<file path="src/rtl/spi_gain_writer.sv">
// SPI mode-0 slave that programs and reads back the ten 13-bit equalizer band gains.
// SPI pins are oversampled in the clk domain; gains only change on frame commit.
module spi_gain_writer #(
    parameter logic [12:0] GAIN_RESET = 13'd4096
) (
    input  logic        clk,
    input  logic        rst,
    input  logic        spi_sclk,
    input  logic        spi_cs_n,
    input  logic        spi_mosi,
    output logic        spi_miso,
    output logic [12:0] gain_1,
    output logic [12:0] gain_2,
    output logic [12:0] gain_3,
    output logic [12:0] gain_4,
    output logic [12:0] gain_5,
    output logic [12:0] gain_6,
    output logic [12:0] gain_7,
    output logic [12:0] gain_8,
    output logic [12:0] gain_9,
    output logic [12:0] gain_10,
    output logic        wr_stb,
    output logic [3:0]  wr_addr,
    output logic        frame_err
);

    localparam logic [4:0] FRAME_BITS = 5'd24;

    typedef enum logic [1:0] {
        IDLE   = 2'd0,
        SHIFT  = 2'd1,
        COMMIT = 2'd2
    } state_t;

    state_t      state_r, state_nxt_s;
    logic        sclk_meta_r, sclk_sync_r, sclk_hist_r;
    logic        cs_meta_r, cs_sync_r, cs_hist_r;
    logic        mosi_meta_r, mosi_sync_r;
    logic [23:0] sh_r, sh_nxt_s;
    logic [4:0]  bit_cnt_r, cnt_inc_s;
    logic [12:0] rd_sh_r, rd_word_s;
    logic [3:0]  rd_addr_s, cmd_addr_s;
    logic [12:0] gain_r [10];
    logic        miso_r, wr_stb_r, frame_err_r;
    logic [3:0]  wr_addr_r;
    logic        sclk_rise_s, sclk_fall_s, cs_fall_s, cs_rise_s;
    logic        shift_s, clear_s, commit_s, rd_latch_s, do_write_s, do_err_s;

    // Pin synchronisers; cs resets to "active" so a frame already running at reset release is ignored
    always_ff @(posedge clk) begin
        if (rst) begin
            sclk_meta_r <= 1'b0;
            sclk_sync_r <= 1'b0;
            sclk_hist_r <= 1'b0;
            cs_meta_r   <= 1'b0;
            cs_sync_r   <= 1'b0;
            cs_hist_r   <= 1'b0;
            mosi_meta_r <= 1'b0;
            mosi_sync_r <= 1'b0;
        end else begin
            sclk_meta_r <= spi_sclk;
            sclk_sync_r <= sclk_meta_r;
            sclk_hist_r <= sclk_sync_r;
            cs_meta_r   <= spi_cs_n;
            cs_sync_r   <= cs_meta_r;
            cs_hist_r   <= cs_sync_r;
            mosi_meta_r <= spi_mosi;
            mosi_sync_r <= mosi_meta_r;
        end
    end

    assign sclk_rise_s = sclk_sync_r & ~sclk_hist_r;
    assign sclk_fall_s = ~sclk_sync_r & sclk_hist_r;
    assign cs_fall_s   = ~cs_sync_r & cs_hist_r;
    assign cs_rise_s   = cs_sync_r & ~cs_hist_r;

    // FSM state register
    always_ff @(posedge clk) begin
        if (rst) begin
            state_r <= IDLE;
        end else begin
            state_r <= state_nxt_s;
        end
    end

    // Next-state and per-cycle control; an SCLK edge coinciding with cs rise is still shifted
    always_comb begin
        state_nxt_s = state_r;
        shift_s     = 1'b0;
        clear_s     = 1'b0;
        commit_s    = 1'b0;
        case (state_r)
            IDLE: begin
                if (cs_fall_s) begin
                    clear_s     = 1'b1;
                    state_nxt_s = SHIFT;
                end else begin
                    state_nxt_s = IDLE;
                end
            end
            SHIFT: begin
                shift_s = sclk_rise_s;
                if (cs_rise_s) begin
                    state_nxt_s = COMMIT;
                end else begin
                    state_nxt_s = SHIFT;
                end
            end
            COMMIT: begin
                commit_s    = 1'b1;
                state_nxt_s = IDLE;
            end
            default: begin
                state_nxt_s = IDLE;
            end
        endcase
    end

    // Datapath helpers: next shift value, saturating count, read-data select
    always_comb begin
        sh_nxt_s   = {sh_r[22:0], mosi_sync_r};
        cnt_inc_s  = (bit_cnt_r == 5'd31) ? 5'd31 : bit_cnt_r + 5'd1;
        rd_latch_s = shift_s && (bit_cnt_r == 5'd10);
        rd_addr_s  = sh_nxt_s[9:6];
        rd_word_s  = 13'd0;
        for (int i = 0; i < 10; i++) begin
            rd_word_s = (rd_addr_s == 4'(i)) ? gain_r[i] : rd_word_s;
        end
        cmd_addr_s = sh_r[22:19];
        do_write_s = commit_s && (bit_cnt_r == FRAME_BITS) && !sh_r[23] && (cmd_addr_s <= 4'd9);
        do_err_s   = commit_s && (bit_cnt_r != FRAME_BITS);
    end

    // Frame shift register and bit counter
    always_ff @(posedge clk) begin
        if (rst) begin
            sh_r      <= 24'd0;
            bit_cnt_r <= 5'd0;
        end else if (clear_s) begin
            sh_r      <= 24'd0;
            bit_cnt_r <= 5'd0;
        end else if (shift_s) begin
            sh_r      <= sh_nxt_s;
            bit_cnt_r <= cnt_inc_s;
        end
    end

    // Read shifter and MISO: read word latched after the 11th bit, one bit per falling edge
    always_ff @(posedge clk) begin
        if (rst) begin
            rd_sh_r <= 13'd0;
            miso_r  <= 1'b0;
        end else begin
            if (clear_s) begin
                rd_sh_r <= 13'd0;
            end else if (rd_latch_s) begin
                rd_sh_r <= rd_word_s;
            end else if (state_r == SHIFT && sclk_fall_s && bit_cnt_r >= 5'd11 && bit_cnt_r <= 5'd23) begin
                rd_sh_r <= {rd_sh_r[11:0], 1'b0};
            end
            if (state_r != SHIFT || cs_sync_r) begin
                miso_r <= 1'b0;
            end else if (sclk_fall_s) begin
                miso_r <= (bit_cnt_r >= 5'd11 && bit_cnt_r <= 5'd23) ? rd_sh_r[12] : 1'b0;
            end
        end
    end

    // Gain bank: only the COMMIT of a complete write frame may change a register
    always_ff @(posedge clk) begin
        if (rst) begin
            for (int i = 0; i < 10; i++) begin
                gain_r[i] <= GAIN_RESET;
            end
        end else begin
            for (int i = 0; i < 10; i++) begin
                if (do_write_s && cmd_addr_s == 4'(i)) begin
                    gain_r[i] <= sh_r[12:0];
                end
            end
        end
    end

    // Commit strobes and last-write address
    always_ff @(posedge clk) begin
        if (rst) begin
            wr_stb_r    <= 1'b0;
            frame_err_r <= 1'b0;
            wr_addr_r   <= 4'd0;
        end else begin
            wr_stb_r    <= do_write_s;
            frame_err_r <= do_err_s;
            if (do_write_s) begin
                wr_addr_r <= cmd_addr_s;
            end
        end
    end

    assign spi_miso  = miso_r;
    assign wr_stb    = wr_stb_r;
    assign frame_err = frame_err_r;
    assign wr_addr   = wr_addr_r;
    assign gain_1    = gain_r[0];
    assign gain_2    = gain_r[1];
    assign gain_3    = gain_r[2];
    assign gain_4    = gain_r[3];
    assign gain_5    = gain_r[4];
    assign gain_6    = gain_r[5];
    assign gain_7    = gain_r[6];
    assign gain_8    = gain_r[7];
    assign gain_9    = gain_r[8];
    assign gain_10   = gain_r[9];

endmodule

</file>
<file path="config.mk">
export PLATFORM = sky130hd
export DESIGN_NAME = spi_gain_writer
export DESIGN_NICKNAME = d
export VERILOG_FILES = /design/src/rtl/spi_gain_writer.sv
export SDC_FILE = /design/constraint.sdc
export NUM_CORES = 1
export LEC_CHECK = 0
export CORE_MARGIN = 4
export CORE_UTILIZATION = 55
export DETAILED_ROUTE_END_ITERATION = 10
export HOLD_SLACK_MARGIN = 0.03
export PLACE_DENSITY = 0.84
export SYNTH_ARGS = -nofsm -noshare
export SYNTH_HDL_FRONTEND = slang
export SYNTH_SLANG_ARGS = --single-unit
</file>
<file path="constraint.sdc">
create_clock -name clk -period 4.2 [get_ports clk]
set_input_delay 1.05 -clock clk [delete_from_list [all_inputs] [get_ports clk]]
set_output_delay 1.05 -clock clk [all_outputs]
set_load 0.01 [all_outputs]
</file>
# Yosys cells after proc, flatten, opt, wreduce, memory -nomap -nowiden
# Memories as Yosys holds them, arrays and structs flattened.
# Index checks and enable logic that the tools add are counted.
# classes
muxes	63
n_reduce_logical	27
n_bitwise	18
magnitude_cmp	3
div_mod_pow	0
n_addsub	1
mul	0
shifts	0
n_eq_ne	25
# op_table
operator	count
two-way mux 13 bit	22
two-way mux 1 bit	38
== test 4 x 3 -> 1 bit, second input constant	8
logical AND 1 bit	19
== test 4 x 2 -> 1 bit, second input constant	4
== test 4 bit, second input constant	4
== test 5 bit, second input constant	2
bitwise OR 1 bit	10
== test 4 x 1 -> 1 bit, second input constant	2
zero test 4 bit	2
adder 5 x 1 -> 5 bit, second input constant	1
== test 5 x 4 -> 1 bit, second input constant	1
>= comparator 5 x 4 -> 1 bit, second input constant	1
<= comparator 5 bit, second input constant	1
two-way mux 5 bit	1
!= test 5 bit, second input constant	1
AND 1 bit	4
<= comparator 4 bit, second input constant	1
inverter 1 bit	4
case mux 2 bit (2 select lines)	1
OR reduction 2 bit	2
== test 2 x 1 -> 1 bit, second input constant	1
== test 2 bit, second input constant	1
zero test 2 bit	1
other kinds (5)	5
# totals
mem_bits_ro	0
ram_bits	130
in_bits	5
memories	1
regBits	59
latch_bits	0
output_inout_bits	137
# memory_table
memory	words	word_bits	read_ports	rd_clocked_by_memory_dff	write_ports	line_no	rtl
gain_r	10	13	10	0	10	43	logic [12:0] gain_r [10];

# Depth between registers and ports, before layout
# Gate-level depths: netlist (run 1).
# logic_depth
ltp_word	12
mapped_depth	9
mapped_depth_nobuf	7

# Worst setup path after synthesis (run 1)
# Ideal clock, no wire load.
# synth_path
path_type	input to register
from	input rst
to	memory gain_r[8][0] (enable)
setup_slack_ns	1.726
stages	3
t_arrival_ns	2.088
path_cell_list	clkbuf_1 -> clkbuf_1 -> o21bai_1
# synth_rtl
element	line_no	rtl
start: declaration	7	input logic rst,
end: declaration	43	

==> results of run 1 <==
synthesized netlist by cell type, types with 14 or more instances:
| cell | count | area share, % |
|---|---|---|
| nor2_1 | 24 | 1.0 |
| o21ai_0 | 18 | 1.0 |
| a211oi_1 | 14 | 1.2 |
| nor2b_1 | 20 | 1.4 |
| o22ai_1 | 16 | 1.2 |
| mux2i_1 | 28 | 3.2 |
| nand2_1 | 78 | 3.4 |
| clkbuf_1 | 44 | 1.9 |
| dfxtp_1 | 59 | 14 |
| and2_1 | 120 | 8.6 |
| edfxtp_1 | 130 | 45 |
| nand2b_1 | 22 | 1.6 |
| a21oi_1 | 40 | 2.3 |
cells by family after synthesis:
logic type                 count (synthesis)  share of synthesized area, %
adders and majority gates                  3                         0.432
buffers and inverters                     71                          3.54
DFF                                      189                          58.4
muxes                                     39                          5.42
AOI/OAI and AO/OA                        130                          9.68
xor gates and xnor gates                   3                         0.302
and+or+nand+nor                          324                          22.2
worst max-delay path, cell delays in order, from the launching register on:
cell      delay (ns)
dfxtp_1         0.37
inv_1           0.10
ha_1            0.20
nand4b_4        0.16
nor3_4          0.31
nand2b_1        0.43
nor3_2          0.92
nand2b_1        0.13
metal layers:
| layer | track usage (%) | routed length [um] | up-vias |
|---|---|---|---|
| met4 | 9.26 | 528 | 0 |
| met5 | 0 | 0 | - |
| met1 | 37.2 | 9610 | 3257 |
| li1 | - | - | 2919 |
| met3 | 5.70 | 2620 | 50 |
| met2 | 45.7 | 12100 | 450 |
sequential cells by signal, summed over array words and instances, names as in the netlist, 2 cells and up:
register / flops
gain_r: 130
wr_addr: 4
sh_r: 24
rd_sh_r: 13
bit_cnt_r: 5
state_r: 2
final cells by class:
type / count / area [um2] / share of cell area (%)
timing repair buffer: 151 / 1490 / 13.7
tap: 211 / 264 / 2.44
inverter: 4 / 15.0 / 0.139
sequential: 189 / 5090 / 47.0
multi-input combinational: 499 / 3310 / 30.6
clock buffer: 19 / 433 / 4.00
clock inverter: 13 / 220 / 2.04
placed cells by master, fill, tap and decap left out, types with 4 or more instances in the layout:
master,instances
nor2_1,24
o22ai_1,16
a21oi_1,40
dfxtp_1,57
edfxtp_1,130
clkdlybuf4s50_1,141
nand2_1,78
nor4_1,7
nor2b_1,20
a31o_2,4
nand3_1,4
and2_1,120
mux2i_1,28
clkbuf_16,17
mux2_2,5
nand2b_1,22
or3_1,4
o32ai_1,5
buf_4,10
nor3_1,12
a21boi_0,4
a211oi_1,14
inv_1,4
nor4_4,4
bufinv_16,6
a21o_1,5
o21ai_0,18
a31oi_1,5
nor4bb_1,5
mux4_2,6
where the power goes:
group / switching [uW] / internal, uW
sequential: 34.7 / 2030
clock: 684 / 1110
combinational: 95.5 / 88.9
total: 814 / 3230
how the worst min path moves through the flow:
stage / startpoint / to / slack (ns) / cells past startpoint
2_1_floorplan: cs_hist_r / state_r[1] / 0.40 / 1
3_3_place_gp: cs_hist_r / state_r[1] / 0.42 / 1
3_5_place_dp: mosi_sync_r / sh_r[0] / 0.43 / 2
4_1_cts: mosi_meta_r / mosi_sync_r / 0.46 / 1
5_1_grt: sh_r[17] / sh_r[18] / 0.47 / 2
6_report: mosi_meta_r / mosi_sync_r / 0.45 / 1
per-stage QoR:
step / hold slack, ns / area, um2 / total power, uW
final: 0.450 / 10800 / 4040
after global routing: 0.471 / 10800 / 4130
after CTS: 0.455 / 10800 / 4040
after detailed placement: 0.431 / 10200 / 2280
after global placement: 0.416 / 10200 / 2280
after floorplan: 0.404 / 8700 / 2160
==> results by group, run 1 <==
Run status
  • Status: finished, final reports clean

Worst setup path
  • Worst-path fanout max: 13
  • Worst Setup EP: gain_r[7][12]
  • CP Capture Type: register
  • Reg2reg start: bit_cnt_r[0]
  • Worst Reg2Reg Path Length in Cells: 7
  • CP arrival: 3.06 ns
  • CP Launch Point: bit_cnt_r[0]
  • R2r endpoint: gain_r[7][12]
  • CP Launch Type: register
  • Critical path class: reg -> reg
  • Crit path required time: 4.34 ns
  • R2R Setup Slk: 1.28 ns

Clock tree
  • Clock slew at reported path FFs: 0.06 ns
  • Setup repair bufs after CTS: 0
  • Root buffer cell: clkbuf_16
  • Post-cts resize count: 0
  • Clk buf depth: 2
  • Clk Latency, worst-skew pair: 0.43 ns
  • CTS tree: built
  • Hold buffers post-CTS: 0
  • CTS sink cnt: 189
  • H-tree Lvls: 4
  • Num CTS Buffers: 17

Die
  • Die ar.: 17900 um2
  • Initial Utilization: 56.6%
  • Width of the chip: 134 um
  • Chip height: 134 um
  • Area of the core: 15400 um2
  • Row Count: 45
  • IO Pins: 142

Finish
  • Final nets: 870
  • Fillcell total: 1033
  • Fin util: 70.3%
  • Layout Cells excl Fill: 1086
  • Share of cells above drive strength 1: 8.23%
  • Layout area overhead: 24.3%
  • Diodes inserted: 0

Logic synthesis
  • Synth async-reset ratio: 0%
  • Mapped Nets: 767
  • Yosys reg bits: 189
  • Post-synth EDFFs: 130
  • Cell area after synthesis: 8700 um2
  • Syn Area/Cell: 11.5 um2
  • Seq/Total Area, Yosys: 58.4%
  • Ys flop type: edfxtp_1
  • Mapped Cells: 759
  • Yosys warns: 0
  • Yosys cell types: 63

Routing
  • Avg WL per Cell: 22.9 um
  • Drt total wl: 24900 um
  • DRC: 0
  • Via count: 6676
  • Drt pass-1 iters: 5
  • DR vias/cell: 6.15
  • Initial DRC count: 944
  • DRT antenna net count: 0

STA
  • Tmin final: 2.92 ns
  • Max Fclk: 343 MHz
  • Period utilization: 69.4%
  • Max-slew violation count: 0
  • Worst Max-Slew Pin Slew: 1.10 ns
  • Hold Vio Cnt, Final: 0
  • Final WS setup: 1.28 ns
  • Total negative setup slack: 0 ns
  • Final setup violation count: 0
  • Clock Skew: 0.00678 ns
  • RSZ-0062 raised after global routing: no
  • Slew headroom: 26.7%

GRT
  • First-pass GRT wire length: 38100 um
  • GRT Total Usage: 27.8%
  • Largest net degree at the start of global routing: 54
  • GRT overflow: 0
  • Initial antenna violation count: 0
  • Vias in the first global route: 6584

Place
  • DP HPWL: 16700 um
  • Placed insts: 1054
  • Final Wtd Congestion: 0.916
  • Worst slack at placement: 1.07 ns
  • Port buffer count: 141

Job
  • Max Cap Viol: 0

Power and ir drop
  • Power density cells: 374 nW/um2
  • Worst VDD drop: 302 uV
  • Leakage: 0.00372 uW

Worst hold path
  • Hold/Removal Path Class: reg -> reg
(Power assumes the default switching activity.)
==> run 2: changes to the inputs <==
--- a/config.mk
+++ b/config.mk
@@ -6,10 +6,10 @@
 export NUM_CORES = 1
 export LEC_CHECK = 0
 export CORE_MARGIN = 4
-export CORE_UTILIZATION = 55
+export CORE_UTILIZATION = 49
 export DETAILED_ROUTE_END_ITERATION = 10
 export HOLD_SLACK_MARGIN = 0.03
-export PLACE_DENSITY = 0.84
+export PLACE_DENSITY = 0.79
 export SYNTH_ARGS = -nofsm -noshare
 export SYNTH_HDL_FRONTEND = slang
 export SYNTH_SLANG_ARGS = --single-unit
==> constraint.sdc (replaced) <==
create_clock -name clk -period 2.5 [get_ports clk]
set_input_delay 0.625 -clock clk [delete_from_list [all_inputs] [get_ports clk]]
set_output_delay 0.625 -clock clk [all_outputs]
set_load 0.01 [all_outputs]
==> results by group, run 2 (synthesis gave the netlist of run 1 again) <==
STA
  • RSZ-0062 raised after global routing: no
  • Final setup violation count: 0 (unchanged)
  • Tmin final: 2.20 ns (-0.714 ns)
  • Max Fclk: 454 MHz (+32%)
  • WHS: 0.433 ns (-0.0166 ns)
  • Period utilization: 88.1% (+19 points)
  • Worst Max-Slew Pin Slew: 0.660 ns (-0.440 ns)
  • Clock Skew: 0.0105 ns (+0.00371 ns)
  • Slew headroom: 55.8% (+29 points)
  • Total negative setup slack: 0 ns (unchanged)
  • Max-slew violation count: 0 (unchanged)
  • Hold Vio Cnt, Final: 0 (unchanged)

Clock tree
  • CTS sink cnt: 189 (unchanged)
  • Num CTS Buffers: 17 (unchanged)
  • Clk Latency, worst-skew pair: 0.43 ns (about the same)
  • H-tree Lvls: 4 (unchanged)
  • Root buffer cell: clkbuf_16
  • CTS tree: built
  • Clock slew at reported path FFs: 0.07 ns (about the same)
  • Setup repair bufs after CTS: 0 (unchanged)
  • Clk buf depth: 2 (unchanged)

Worst setup path
  • CP Capture Type: register
  • Reg2reg start: bit_cnt_r[0]
  • R2R Setup Slk: 0.30 ns (-0.99 ns)
  • Worst Setup EP: gain_r[6][3]
  • CP arrival: 2.29 ns (-0.77 ns)
  • Worst Reg2Reg Path Length in Cells: 7 (unchanged)
  • CP Launch Type: register
  • Critical path class: reg -> reg
  • CP Launch Point: bit_cnt_r[0]
  • Worst-path fanout max: 13 (unchanged)
  • Crit path required time: 2.59 ns (-1.75 ns)
  • R2r endpoint: gain_r[6][3]

Power and ir drop
  • Leakage: 0.00390 uW (+4.9%)
  • Clock Power Share: 43.3% (-1.1 points)
  • Internal Power: 5230 uW (+62%)
  • Power density cells: 600 nW/um2 (+61%)
  • Sw frac: 21.6% (+1.5 points)
  • Reg power frac: 51.9% (+0.9 points)
  • NetSw: 1440 uW (+77%)
  • Comb pwr share: 4.8% (+0.2 points)
  • Worst VDD drop: 555 uV (+84%)

GRT
  • Vias in the first global route: 6394 (-2.9%)
  • First-pass GRT wire length: 37900 um (-0.33%)
  • GRT overflow: 0 (unchanged)
  • Initial antenna violation count: 0 (unchanged)
  • Largest net degree at the start of global routing: 35 (-35%)
  • GRT Total Usage: 25.0% (-2.9 points)

Place
  • Final Wtd Congestion: 0.838 (-8.5%)
  • Port buffer count: 141 (unchanged)
  • DP HPWL: 17200 um (+3.0%)

Finish
  • Final nets: 905 (+4.0%)
  • Diodes inserted: 0 (unchanged)
  • Biggest regs: gain_r x130, sh_r x24, rd_sh_r x13
  • Most frequent cells in the layout: 141 x clkdlybuf4s50_1, 130 x edfxtp_1, 120 x and2_1, 78 x nand2_1, 57 x dfxtp_1
  • Layout area overhead: 27.9%
  • Fillcell total: 1347 (+30%)
  • Share of cells above drive strength 1: 12.3% (+4.1 points)
  • Commonest non-fill, non-tap cell in the layout: clkdlybuf4s50_1
  • Top reg by flops: gain_r
  • Number of flip-flops under the largest register name: 130 (unchanged)

Worst hold path
  • Hold path start: cs_hist_r
  • Hold/Removal Path Class: reg -> reg

Routing
  • DRC: 0 (unchanged)
  • Drt pass-1 iters: 8 (+3)
  • Via count: 6671 (-0.075%)
  • Avg WL per Cell: 21.9 um (-4.4%)
  • DRT antenna net count: 0 (unchanged)
  • Initial DRC count: 709 (-25%)
  • DR vias/cell: 5.88 (-4.4%)
  • Drt total wl: 24900 um (about the same)

Job
  • Max Cap Viol: 0 (unchanged)

Die
  • IO Pins: 142 (unchanged)
  • Chip height: 141 um (+5.6%)
  • Area of the core: 17400 um2 (+13%)
  • Row Count: 48 (+6.7%)
  • Die ar.: 20000 um2 (+11%)
  • Initial Utilization: 50.1% (-6.5 points)
  • Width of the chip: 141 um (+5.6%)

Run status
  • Status: finished, final reports clean
-- run 2: cell count changes in the layout (fill, tap and decap cells not counted) --
cell,delta
clkbuf_1,-2
clkinvlp_4,+1
nor2_1,-1
clkinv_1,-2
clkbuf_16,+3
clkinv_2,-2
nor2_2,+1
inv_6,+4
clkinv_4,+2
bufinv_16,-4
buf_12,+3
buf_4,+32
-- run 2: worst max-delay path: stages (launching register included) --
cell      delay [ns]
dfxtp_1         0.37
inv_1           0.11
ha_1            0.21
nand4b_4        0.15
nor3_4          0.20
nand2b_1        0.09
nor2_1          0.27
a31o_2          0.45
-- run 2: routing by layer --
metal / track usage (%) / share of wire, %
met3: 4.82 / 8.6
met1: 34.6 / 41
met2: 40.4 / 49
met5: 0 / 0
met4: 7.14 / 1.6
-- run 2: how the worst min path moves through the flow --
stage               slack [ns]  cells after the start          to
global route              0.46                      1  state_r[1]
detailed placement        0.42                      1  state_r[1]
finish                    0.43                      1  state_r[1]
global placement          0.41                      1  state_r[1]
floorplan                 0.40                      1  state_r[1]
CTS                       0.44                      1  state_r[1]
-- run 2: final cells by class --
| class | count | area [um2] | share of cell area [%] |
|---|---|---|---|
| Clock buffer | 20 | 500 | 4.50 |
| Multi-Input combinational cell | 499 | 3310 | 29.8 |
| Inverter | 4 | 15.0 | 0.135 |
| Clock inverter | 12 | 143 | 1.28 |
| Tap cell | 225 | 282 | 2.53 |
| Timing Repair Buffer | 186 | 1790 | 16.1 |
| Sequential cell | 189 | 5090 | 45.7 |
-- run 2: power groups by stage --
stage          clock network [uW]  logic, uW  registers, uW
2_1_floorplan                   0       87.9           3540
3_3_place_gp                    0        312           3530
3_5_place_dp                    0        317           3530
4_1_cts                      2920        320           3460
5_1_grt                      3040        338           3470
6_report                     2890        319           3460
-- run 2: repair_timing --
action                     CTS  global route
hold buffers                 0             0
gates resized for setup      0             1
setup endpoints to repair    0            12
-- run 2: per-stage QoR --
step / utilization, % / cells / worst slack [ns] / cell area (um2) / total power [uW]
CTS: 64.1 / 1135 / 0.155 / 11100 / 6700
finish: 64.1 / 1135 / 0.298 / 11100 / 6680
detailed placement: 60.4 / 1103 / 0.164 / 10500 / 3850
floorplan: - / 759 / 0.273 / 8700 / 3630
global placement: 60.4 / 1103 / 0.201 / 10500 / 3840
global route: 64.1 / 1135 / 0.150 / 11100 / 6850
